### config.mk
export PLATFORM = sky130hd
export DESIGN_NAME = data_serializer
export DESIGN_NICKNAME = d
export VERILOG_FILES = /design/src/rtl/data_serializer_pkg.sv /design/src/rtl/data_serializer.sv
export SDC_FILE = /design/constraint.sdc
export NUM_CORES = 2
export LEC_CHECK = 0
export ABC_CLOCK_PERIOD_IN_PS = 1600
export BUFFER_PORTS_ARGS = -buffer_cell sky130_fd_sc_hd__clkbuf_2
export CORE_AREA = 2 2 458 460
export DETAILED_ROUTE_END_ITERATION = 8
export DIE_AREA = 0 0 460 462
export PLACE_DENSITY = 0.51
export SYNTH_ARGS = -nofsm -noshare
export SYNTH_HDL_FRONTEND = slang
export SYNTH_SLANG_ARGS = --single-unit
### constraint.sdc
create_clock -name clk -period 1.6 [get_ports clk]
set_input_delay 0.16 -clock clk [delete_from_list [all_inputs] [get_ports clk]]
set_output_delay 0.16 -clock clk [all_outputs]
set_load 0.01 [all_outputs]
### src/rtl/data_serializer_pkg.sv
// Shared definitions for the wide-word to narrow-beat serializer:
// the FSM state encoding and the default word/beat widths.
package data_serializer_pkg;

  // IDLE: no word held. SEND: a word is held and beats are pending.
  typedef enum logic {
    IDLE = 1'b0,
    SEND = 1'b1
  } state_t;

  localparam int DEFAULT_IN_WIDTH  = 1024;
  localparam int DEFAULT_OUT_WIDTH = 128;

endpackage : data_serializer_pkg

### src/rtl/data_serializer.sv
// data_serializer: holds one IN_WIDTH word and emits it as RATIO beats of
// OUT_WIDTH bits, LSB slice first, with valid/ready handshakes on both sides.
// The next word may load in the same cycle the last beat leaves, which gives
// one word every RATIO cycles with no bubble.
// Optional feature macro: DATA_SERIALIZER_PARITY_EN adds parity_out, the XOR
// reduction of data_out (0 whenever no beat is valid).
module data_serializer
  import data_serializer_pkg::*;
#(
  parameter int IN_WIDTH  = DEFAULT_IN_WIDTH,
  parameter int OUT_WIDTH = DEFAULT_OUT_WIDTH
) (
  input  logic                 clk,
  input  logic                 rst,
  input  logic [IN_WIDTH-1:0]  data_in,
  input  logic                 valid_in,
  output logic                 ready_in,
  output logic [OUT_WIDTH-1:0] data_out,
  output logic                 valid_out,
  input  logic                 ready_out,
  output logic                 last_out
`ifdef DATA_SERIALIZER_PARITY_EN
  ,
  output logic                 parity_out
`else
  // default build: no parity port
`endif
);

  localparam int RATIO  = IN_WIDTH / OUT_WIDTH;
  localparam int BEAT_W = $clog2(RATIO);
  localparam logic [BEAT_W-1:0] LAST_BEAT = BEAT_W'(RATIO - 1);

  state_t              state_q, state_d;
  logic [BEAT_W-1:0]   beat_q, beat_d;
  logic [IN_WIDTH-1:0] hold_q, hold_d;

  logic in_xfer;
  logic out_xfer;
  logic is_last;

  // Outputs depend only on registered state, never on the input side.
  assign valid_out = (state_q == SEND);
  assign is_last   = valid_out && (beat_q == LAST_BEAT);
  assign last_out  = is_last;
  // Gated so the output bus is quiet (and parity is 0) while idle.
  assign data_out  = valid_out ? hold_q[int'(beat_q) * OUT_WIDTH +: OUT_WIDTH]
                               : '0;
  assign ready_in  = (state_q == IDLE) || (is_last && ready_out);

  assign in_xfer  = valid_in && ready_in;
  assign out_xfer = valid_out && ready_out;

`ifdef DATA_SERIALIZER_PARITY_EN
  assign parity_out = ^data_out;
`else
  // parity logic is absent in the default build
`endif

  // Next-state logic: load on input transfer, advance on output transfer,
  // reload in place when the last beat leaves alongside a new word.
  always_comb begin
    state_d = state_q;
    beat_d  = beat_q;
    hold_d  = hold_q;
    unique case (state_q)
      IDLE: begin
        if (in_xfer) begin
          hold_d  = data_in;
          beat_d  = '0;
          state_d = SEND;
        end
      end
      SEND: begin
        if (out_xfer) begin
          if (beat_q != LAST_BEAT) begin
            beat_d = beat_q + BEAT_W'(1);
          end else if (in_xfer) begin
            hold_d  = data_in;
            beat_d  = '0;
            state_d = SEND;
          end else begin
            beat_d  = '0;
            state_d = IDLE;
          end
        end
      end
      default: begin
        state_d = IDLE;
        beat_d  = '0;
      end
    endcase
  end

  // State, beat index and hold register; reset discards any held word.
  always_ff @(posedge clk) begin
    if (rst) begin
      state_q <= IDLE;
      beat_q  <= '0;
      hold_q  <= '0;
    end else begin
      state_q <= state_d;
      beat_q  <= beat_d;
      hold_q  <= hold_d;
    end
  end

endmodule : data_serializer

==> Word-level counts from Yosys, hierarchy flattened <==
Cells that the tools add are included.
{ "totals": {"reg_bits": 1028, "input_bits": 1028} }
{ "classes": {"add_sub_neg": 1, "eq_ne": 5, "shifts": 1, "n_mux": 13, "n_bitwise": 1, "n_reduce_logical": 7} }
{ "ops": {"columns": ["cell", "n"], "rows": [
  ["$mux W1024", 3],
  ["$pmux W1024 S2", 1],
  ["$shiftx A1024 B11 Y128", 1],
  ["$mux W128", 1],
  ["$mux W3", 3],
  ["$pmux W3 S2", 1],
  ["$logic_and A1 B1 Y1", 4],
  ["$ne A2 B2 Y1 const B", 2],
  ["$reduce_and A2 Y1", 2],
  ["$add A3 B1 Y3 const B", 1],
  ["$eq A3 B3 Y1 const B", 1],
  ["$mux W1", 3],
  ["$ne A3 B3 Y1 const B", 1],
  ["$ne A2 B1 Y1 const B", 1],
  ["$pmux W1 S2", 1],
  ["$logic_or A1 B1 Y1", 1],
  ["$not A1 Y1", 1]
]} }

==> Depth between registers and ports, before layout <==
{ "depth": {"ltp_word": 9, "ltp_mapped": 10, "mapped_depth_nobuf": 6} }

==> Worst setup path before layout <==
No wires, ideal clock.
{ "synth_path": {"path_type": "register to register", "from": "reg beat_q[0]", "to": "reg hold_q[853]", "arrival_time_ns": 1.546, "required_time_ns": 1.468, "slack_ns": -0.079, "path_stages_with_launch": 11, "path_buffers": 4, "period_less_slack_ns": 1.679, "cell_sequence": "dfxtp_1 ha_1 ha_1 a21boi_4 buf_6 inv_4 buf_6 buf_6 buf_4 nand3_1 a21oi_1"} }
{ "synth_between": {"elab_chain_cells": 9, "word_cells_on_any_way": 12} }
{ "synth_lines": {"columns": ["element", "line_no", "rtl"], "rows": [
  ["start, declared", "data_serializer.sv:35", "logic [BEAT_W-1:0] beat_q, beat_d;"],
  ["start signal, assigned", "data_serializer.sv:103", "beat_q <= beat_d;"],
  ["$eq A3 B3 Y1", "data_serializer.sv:44", "assign is_last = valid_out && (beat_q == LAST_BEAT);"],
  ["$logic_and A1 B1 Y1", "data_serializer.sv:44", null],
  ["$logic_and A1 B1 Y1", "data_serializer.sv:49", "assign ready_in = (state_q == IDLE) || (is_last && ready_out);"],
  ["$logic_or A1 B1 Y1", "data_serializer.sv:49", null],
  ["$logic_and A1 B1 Y1", "data_serializer.sv:51", "assign in_xfer = valid_in && ready_in;"],
  ["$mux W1024 (3 in series)", null, null],
  ["$pmux W1024 S2", null, null],
  ["end signal, assigned", "data_serializer.sv:104", "hold_q <= hold_d;"],
  ["end, declared", "data_serializer.sv:36", "logic [IN_WIDTH-1:0] hold_q, hold_d;"]
]} }
Parallel ways exist; a longest one is shown, timed or not. The select of a mux whose other input is x is not followed.
A chain may end at the register's enable or synchronous reset.

==> Worst setup path after layout <==
{ "layout_path": {"from": "reg beat_q[0]", "to": "out data_out[120]"} }
{ "layout_between": {"elab_chain_cells": 2} }
{ "layout_lines": {"columns": ["element", "line_no", "rtl"], "rows": [
  ["$shiftx A1024 B11 Y128", "data_serializer.sv:47", "assign data_out = valid_out ? hold_q[int'(beat_q) * OUT_WIDTH +: OUT_WIDTH]"],
  ["$mux W128", "data_serializer.sv:47", null],
  ["end, declared", "data_serializer.sv:18", "output logic [OUT_WIDTH-1:0] data_out,"]
]} }
No other way between the ends.

==> run_results.csv <==
group,metric,value,unit
run_status,status,"finished with violations",
run_status,violations,"setup timing",
setup_path,critPathMaxFanout,8,
drt,drc,0,
global_routing,grt_use_total,22.6,%
logic_synthesis,ys.warnings.count,0,
logic_synthesis,synth_fp_nets,6598,
global_routing,grt_remaining_overflow,0,
logic_synthesis,synth-edff-count,0,
place,port_buffers,1158,
floorplanning,dieArea,213000,µm²
place,placed_cell_area,58700,µm²
logic_synthesis,yosysUniqueCellTypes,23,
global_routing,grt_max_degree,78,
logic_synthesis,synthArstFlopShare,0,%
power_and_ir_drop,p_per_area,883,nW/µm²
final_layout,final_common_cell,"clkbuf_2",
final_layout,fill_cells,20557,
floorplanning,die_h,462,µm
timing,maxSlewHeadroom,60.6,%
setup_path,slowest_delay,0.63,ns
place,dp_cells,9241,
setup_path,end_kind,"output pin",
logic_synthesis,ys_seq_elements,1028,
drt,num_vias,55767,
power_and_ir_drop,p_leak,0.0304,µW
timing,finalHoldViolCount,0,
clocking,root_buffer,"clkbuf_16",
global_routing,antenna_found_initial,102,
clocking,cts_sinks,1028,
final_layout,area_delta_synth_final,69.6,%
place,hpwl,181,mm
timing,setup_viol,1156,
logic_synthesis,seq_area_frac_synth,43.9,%
timing,fin_crit_sh,175,%
global_routing,grt_pass1_wl,360,mm
drt,routed_wl,263,mm
run,cap_viol_max_count,0,
final_layout,final_cell_mix,"clkbuf_2, dlygate4sd3_1, dfxtp_1",
hold_path,hp-class,"in -> reg",
logic_synthesis,yosys_most_used_dff,"dfxtp_1",
setup_path,path_cells,"buf_12 > buf_12 > mux4_2 > nor2_4 > buf_6 > a211oi_4 > clkbuf_8",
floorplanning,die_x,460,µm
clocking,cts-htree-levels,3,
global_routing,grt_pass1_vias,52934,
floorplanning,initial_core_util,22.5,%
drt,dr.first_iter.drc_count,5461,
power_and_ir_drop,peakVddDrop,1.12,mV
timing,grt_setup_unrepaired,"yes",
timing,clock.fmax,0.357,GHz
clocking,cts_tree,"done",
power_and_ir_drop,total_power,70200,µW
clocking,insertion_delay,0.79,ns
drt,drt_first_pass_iters,6,
clocking,clk_transition_reported_paths,0.06,ns
place,globalplace.congestion,0.979,
floorplanning,core_area,208000,µm²
setup_path,worstPathRequired,1.44,ns
final_layout,design_area,79600,µm²
setup_path,slowest_stage,"mux4_2",
logic_synthesis,netlist_area,46900,µm²
timing,slew_viol_final,0,
floorplanning,boundaryPins,1159,
setup_path,path_class,"reg -> out",
timing,worst_pin_slew,0.591,ns
logic_synthesis,syn_area_per_cell,8.43,µm²
clocking,clock_path_buffers,3,
timing,worst_slack,-1.20,ns
setup_path,cp.arrival,2.64,ns
drt,viasPerCell,5.17,
floorplanning,rows,168,
timing,skew,0.0517,ns
final_layout,drive_gt1_share,33.7,%
logic_synthesis,syn_inst,5568,
final_layout,nets,8910,
setup_path,cp-start-kind,"register",
drt,post_drt_wl_per_cell,24.4,µm
setup_path,cp_common_cell,"buf_12",
drt,ant_nets,0,
clocking,cts_buffers,118,
final_layout,final_cells,10784,
timing,min_period,2.80,ns
-- cell type report --
cell class | count | area (µm²) | area share (%)
Multi-Input combinational cell | 3855 | 25500 | 32.0
Inverter | 2 | 50.0 | 0.0629
Timing Repair Buffer | 2875 | 25800 | 32.4
Sequential cell | 1028 | 20600 | 25.9
Clock buffer | 167 | 3460 | 4.35
Clock inverter | 53 | 589 | 0.741
Tap cell | 2720 | 3400 | 4.28
Antenna cell | 84 | 210 | 0.264
-- Yosys cell counts (48+ instances only) --
| cell type | count | share of area, % |
|---|---|---|
| buf_2 | 201 | 2.1 |
| o21ai_0 | 975 | 10 |
| mux2_2 | 128 | 3.1 |
| clkbuf_1 | 375 | 3.0 |
| a21oi_1 | 1025 | 11 |
| nor2_1 | 132 | 1.1 |
| dfxtp_1 | 1028 | 44 |
| buf_4 | 48 | 0.77 |
| mux2i_1 | 129 | 2.8 |
| a211oi_1 | 128 | 2.0 |
| mux4_2 | 128 | 6.1 |
| o21ai_1 | 177 | 1.9 |
| nand3_1 | 1024 | 11 |
-- stage by stage --
stage | hold slack (ns) | util, % | setup TNS, ns | worst slack [ns]
3_5_place_dp | 0.402 | 28.2 | -467.13 | -0.931
4_1_cts | 0.0602 | 36.6 | -754.91 | -1.38
5_1_grt | 0.123 | 38.2 | -903.65 | -1.30
3_3_place_gp | 0.399 | 28.2 | -429.99 | -0.878
6_report | 0.157 | 38.2 | -798.86 | -1.20
2_1_floorplan | 0.308 | - | -2.33 | -0.0321
-- state kept, by name, indices dropped and copies added (netlist names) --
| register | flops |
|---|---|
| valid_out | 1 |
| beat_q | 3 |
| hold_q | 1024 |
-- repair_timing --
action                                  4_1_cts  5_1_grt
buffers inserted                             62       97
hold endpoints to repair                   1027        0
resized for setup                           410      504
gates cloned                                 33       45
endpoints found under the setup margin     1156     1156
pin swaps                                    32       94
hold buffers                               1027        0
-- power breakdown --
| part | total (µW) | internal [µW] | leakage [µW] | switching (µW) |
|---|---|---|---|---|
| Sequential | 27900 | 27100 | 0.00844 | 826 |
| Combinational | 13800 | 6750 | 0.0200 | 7020 |
| Clock | 28600 | 16400 | 0.00200 | 12200 |
-- per-layer routing --
metal	vias up	GRT usage, %	routed length (µm)
met5	-	0	207
met4	32	9.25	11200
met3	608	4.86	21400
met2	2949	34.6	116000
met1	27018	30.5	115000
li1	25160	-	-
-- kinds of logic after synthesis --
family	Yosys count	share of synthesized area, %
compound gates	2309	25.4
flops	1028	43.9
buf+inv	685	6.74
simple gates	1159	12.0
mux	385	12.0
fa+ha+maj	2	0.0533
-- worst paths after layout --
path / startpoint / slack, ns / end / cells past startpoint
setup reg to reg: beat_q[1] / -0.86 / hold_q[77] / 15
hold / removal: data_in[978] / 0.16 / hold_q[978] / 4
hold reg to reg: hold_q[341] / 0.46 / hold_q[341] / 2
setup / recovery: beat_q[0] / -1.20 / data_out[120] / 7
-- worst max-delay path: cells and delay by family (launching register included) --
kind            cells  cell delay (ns)
mux                 1             0.63
flops               1             0.41
simple gates        1             0.16
compound gates      1             0.04
buf+inv             4             0.59
Power figures use the tool's default switching activity.
